[src/rtl/alu_cmd_sequencer.sv]
// Command FIFO and result slot feeding an external combinational 8-bit alu.
// Optional accumulator operand path is enabled with `define ALU_CMD_ACC_EN.
//
// state  | meaning
// S_IDLE | result slot empty; capture the FIFO head as soon as one is queued
// S_HOLD | result slot full; wait for res_ready, refilling back-to-back if possible
module alu_cmd_sequencer #(
    parameter int DEPTH = 4
) (
    input  logic                     clk,
    input  logic                     rst_n,
    input  logic                     in_valid,
    output logic                     in_ready,
    input  logic [3:0]               in_sel,
    input  logic [7:0]               in_a,
    input  logic [7:0]               in_b,
`ifdef ALU_CMD_ACC_EN
    input  logic                     in_use_acc,
`endif
    output logic [7:0]               alu_a,
    output logic [7:0]               alu_b,
    output logic [3:0]               alu_sel,
    input  logic [7:0]               alu_out,
    input  logic                     alu_c,
    output logic                     res_valid,
    input  logic                     res_ready,
    output logic [7:0]               res_data,
    output logic                     res_carry,
    output logic [3:0]               res_sel,
    output logic [$clog2(DEPTH):0]   count
);

    localparam int AW = $clog2(DEPTH);
    localparam logic [AW:0]   CNT_ONE  = (AW+1)'(1);
    localparam logic [AW:0]   CNT_FULL = (AW+1)'(DEPTH);
    localparam logic [AW-1:0] PTR_ONE  = AW'(1);

    typedef enum logic [0:0] {S_IDLE, S_HOLD} state_t;

    state_t        state;
    logic [3:0]    mem_sel [DEPTH];
    logic [7:0]    mem_a   [DEPTH];
    logic [7:0]    mem_b   [DEPTH];
    logic [AW-1:0] wr_ptr;
    logic [AW-1:0] rd_ptr;
    logic          push;
    logic          pop;

    assign in_ready = rst_n && (count < CNT_FULL);
    assign push     = in_valid && in_ready;
    // Issue only from the registered count: a command written this edge is never bypassed.
    assign pop      = (count != '0) && ((state == S_IDLE) || res_ready);

    assign alu_b   = mem_b[rd_ptr];
    assign alu_sel = mem_sel[rd_ptr];

`ifdef ALU_CMD_ACC_EN
    logic       mem_acc [DEPTH];
    logic [7:0] acc;

    assign alu_a = mem_acc[rd_ptr] ? acc : mem_a[rd_ptr];

    always_ff @(posedge clk) begin
        if (!rst_n) begin
            acc <= '0;
        end else if (pop) begin
            acc <= alu_out;
        end
    end

    always_ff @(posedge clk) begin
        if (rst_n && push) begin
            mem_acc[wr_ptr] <= in_use_acc;
        end
    end
`else
    assign alu_a = mem_a[rd_ptr];
`endif

    always_ff @(posedge clk) begin
        if (!rst_n) begin
            wr_ptr <= '0;
            rd_ptr <= '0;
            count  <= '0;
        end else begin
            if (push) begin
                mem_sel[wr_ptr] <= in_sel;
                mem_a[wr_ptr]   <= in_a;
                mem_b[wr_ptr]   <= in_b;
                wr_ptr          <= wr_ptr + PTR_ONE;
            end
            if (pop) begin
                rd_ptr <= rd_ptr + PTR_ONE;
            end
            case ({push, pop})
                2'b10:   count <= count + CNT_ONE;
                2'b01:   count <= count - CNT_ONE;
                default: count <= count;
            endcase
        end
    end

    always_ff @(posedge clk) begin
        if (!rst_n) begin
            state     <= S_IDLE;
            res_valid <= 1'b0;
            res_data  <= '0;
            res_carry <= 1'b0;
            res_sel   <= '0;
        end else begin
            case (state)
                S_IDLE: begin
                    if (pop) begin
                        res_data  <= alu_out;
                        res_carry <= (alu_sel == 4'b0000) && alu_c;
                        res_sel   <= alu_sel;
                        res_valid <= 1'b1;
                        state     <= S_HOLD;
                    end
                end
                S_HOLD: begin
                    if (pop) begin
                        res_data  <= alu_out;
                        res_carry <= (alu_sel == 4'b0000) && alu_c;
                        res_sel   <= alu_sel;
                    end else if (res_ready) begin
                        res_valid <= 1'b0;
                        state     <= S_IDLE;
                    end
                end
                default: begin
                    res_valid <= 1'b0;
                    state     <= S_IDLE;
                end
            endcase
        end
    end

endmodule

[config.mk]
export PLATFORM = sky130hd
export DESIGN_NAME = alu_cmd_sequencer
export DESIGN_NICKNAME = d
export VERILOG_FILES = /design/src/rtl/alu_cmd_sequencer.sv
export SDC_FILE = /design/constraint.sdc
export NUM_CORES = 1
export LEC_CHECK = 0
export ABC_CLOCK_PERIOD_IN_PS = 6900
export CAP_MARGIN = 0
export CORE_MARGIN = 2
export CORE_UTILIZATION = 55
export CTS_BUF_LIST = sky130_fd_sc_hd__clkbuf_4 sky130_fd_sc_hd__clkbuf_8
export CTS_CLUSTER_SIZE = 12
export DETAILED_ROUTE_END_ITERATION = 10
export PLACE_DENSITY_LB_ADDON = 0.1
export SYNTH_ARGS = -nofsm -noshare
export SYNTH_HDL_FRONTEND = slang
export SYNTH_SLANG_ARGS = --single-unit
[constraint.sdc]
create_clock -name clk -period 6.9 [get_ports clk]
set_input_delay 1.035 -clock clk [delete_from_list [all_inputs] [get_ports clk]]
set_output_delay 1.035 -clock clk [all_outputs]
set_load 0.01 [all_outputs]
==> metrics.md <==
| Metric | Value |
|---|---|
| Status | `finished, final reports clean` |
| YS warnings | `0` |
| Synth area leader | `edfxtp_1` |
| Vias per cell | `5.42` |
| Post-Syn Area | `3930 um2` |
| Design area | `4930 um2` |
| Synth-to-Final Area Change | `25.4%` |
| Root Driver | `clkbuf_8` |
| CTS tree | `built` |
| Slew headroom | `26.9%` |
| Routed Antenna Nets | `0` |
| Vias in the first global route | `2100` |
| # rows | `30` |
| Clk sink count | `104` |
| CTS clk-pin slew, worst paths | `0.10 ns` |
| Clock insertion delay at the later pin of the skew report | `0.35 ns` |
| Syn Area/Cell | `17.8 um2` |
| Die height | `88.5 um` |
| Die width | `88.5 um` |
| Post-synth ARST share | `0%` |
| Routed via count | `2129` |
| Fin Clk Skew | `0.00511 ns` |
| Residual DRC | `0` |
| Pleak | `1.62 nW` |
| Pre-antenna DRT Iters | `4` |
| Initial drt markers | `97` |
| Initial antenna violation count | `0` |
| Top post-synthesis cells by area | `edfxtp_1 61%, dfxtp_1 12%, mux4_2 7.4%` |
| Placed Instance Area | `4710 um2` |
| Global route overflow | `0` |
| Post-route clock period utilization | `53.3%` |
| Share of cells above drive strength 1 | `10.4%` |
| Placed Cells | `377` |
| Postcts setup bufs | `0` |
| Setup tns final | `0 ns` |
| CTS hold repair buffers | `0` |
| Synth cell types | `29` |
| RSZ-0062 raised after global routing | `no` |
| Clk buf depth | `2` |
| Post-Layout Cell Count | `393` |
| All-Layer GR Usage | `18.9%` |
| Syn Inst Count | `221` |
| Die ar. | `7840 um2` |
| Wirelength per Cell | `17.4 um` |
| Worst Path Arrival | `2.64 ns` |
| Nets@finish | `331` |
| First-pass GRT wire length | `10800 um` |
| Top FF cell, synth | `edfxtp_1` |
| CP max FO | `23` |
| Area share of the largest cell type after synthesis | `61.1%` |
| Htree depth | `3` |
| Top-level port count | `71` |
| Count leader, synth | `edfxtp_1` |
| Fmax | `0.272 GHz` |
| Routability cong. | `0.735` |
| ANT cells | `0` |
| Cells resized by post-CTS repair | `0` |
| Synthesis-stage register bit count | `104` |
| Dpl hpwl | `4250 um` |
| Final min period | `3.68 ns` |
| Fill cells | `438` |
| Syn nets | `260` |
| Worst-Margin Slew | `1.10 ns` |
| Commonest cells in the netlist | `80 x edfxtp_1, 24 x dfxtp_1, 18 x a21oi_1, 14 x o21ai_0` |
| # port buffers | `70` |
| Worst vdd ir | `176 uV` |
| Seq/Total Area, Yosys | `73.4%` |
| Largest net degree at the start of global routing | `24` |
| Setup violators final | `0` |
| CP required | `5.86 ns` |
| Total core area | `6870 um2` |
| Initial core utilization | `57.2%` |
| Final Hold Fails | `0` |
| Post-synth EDFFs | `80` |
| Max-Cap Viols | `0` |
| Worst setup SP type | `input port` |
| Setup CP Type | `in2out` |
| CP Capture Type | `output pin` |
| Cts bufs inserted | `9` |
| Final WL | `6850 um` |
| Final Max Tran Viols | `0` |
| Power Density | `352 nW/um2` |
| Worst min-delay path class | `reg2reg` |
-- report_power, final --
part	switching, mW	total (mW)	internal [mW]	leakage, nW
clock network	0.199	0.404	0.205	0.108
logic	0.250	0.537	0.286	0.584
registers	0.0467	0.795	0.748	0.923
total	0.496	1.74	1.24	1.62
-- final timing paths --
path	depth (start not counted)	slack [ns]	to	startpoint
worst max-delay path	4	3.22	in_ready	rst_n
worst min-delay path	2	0.48	res_data[1]	res_data[1]
worst max register to register	7	4.33	count[2]	state
worst min register to register	2	0.48	res_data[1]	res_data[1]
-- worst max-delay path: stages --
cell             delay [ns]
clkdlybuf4s50_1        0.46
inv_1                  0.57
nor2_1                 0.08
clkdlybuf4s50_1        0.50
-- layer usage --
metal | track usage, % | vias up | share of wire (%)
met5 | 0 | - | 0
met4 | 7.02 | 0 | 1.5
met3 | 3.73 | 8 | 3.4
met2 | 30.0 | 52 | 49
met1 | 26.4 | 1056 | 46
li1 | - | 1013 | -
-- registers in the layout, indices dropped and copies added (netlist names), named ones only --
register / cells
res_data: 8
wr_ptr: 2
mem_b: 32
mem_a: 32
res_carry: 1
res_valid: 1
mem_sel: 16
res_sel: 4
state: 1
rd_ptr: 2
count: 3
-- metrics by stage --
| step | hold WS, ns | total power [mW] | utilization [%] | setup WS [ns] |
|---|---|---|---|---|
| final | 0.483 | 1.74 | 71.8 | 3.22 |
| after global routing | 0.507 | 1.83 | 71.8 | 3.13 |
| after CTS | 0.485 | 1.75 | 71.8 | 3.22 |
| after detailed placement | 0.471 | 1.35 | 68.6 | 3.23 |
| after global placement | 0.461 | 1.34 | 68.6 | 3.27 |
| after floorplan | 0.453 | 1.11 | - | 4.08 |
-- cells in the final DEF (no fill, tap or decap), types with 2 or more instances in the layout --
cell type	synthesis	layout
inv_6	0	2
nand3_1	13	13
mux4_2	13	13
dfxtp_1	24	24
and2_1	4	4
inv_1	6	6
or3_1	3	3
clkdlybuf4s50_1	0	70
bufinv_16	0	2
buf_4	0	2
ha_1	5	5
o21ai_0	14	14
o31ai_1	2	2
nand2_1	2	2
a21oi_1	18	18
edfxtp_1	80	80
mux4_1	7	7
clkbuf_8	0	9
xnor2_1	2	2
nor2_1	5	5
-- cell type report --
cell class | instances | area [um2] | share of cell area (%)
Multi-Input combinational cell | 99 | 971 | 19.7
Clock buffer | 9 | 124 | 2.51
Timing Repair Buffer | 72 | 716 | 14.5
Tap cell | 96 | 120 | 2.44
Inverter | 6 | 22.5 | 0.457
Clock inverter | 7 | 93.8 | 1.90
Sequential cell | 104 | 2880 | 58.5
-- logic make-up after synthesis --
group           synth area share (%)
xor+xnor                       0.669
flops                           73.4
compound gates                  5.09
fa+ha+maj                       2.10
buf+inv                         1.94
mux                             12.4
simple gates                    4.46
Note: power is estimated with default switching activity, not from simulation.
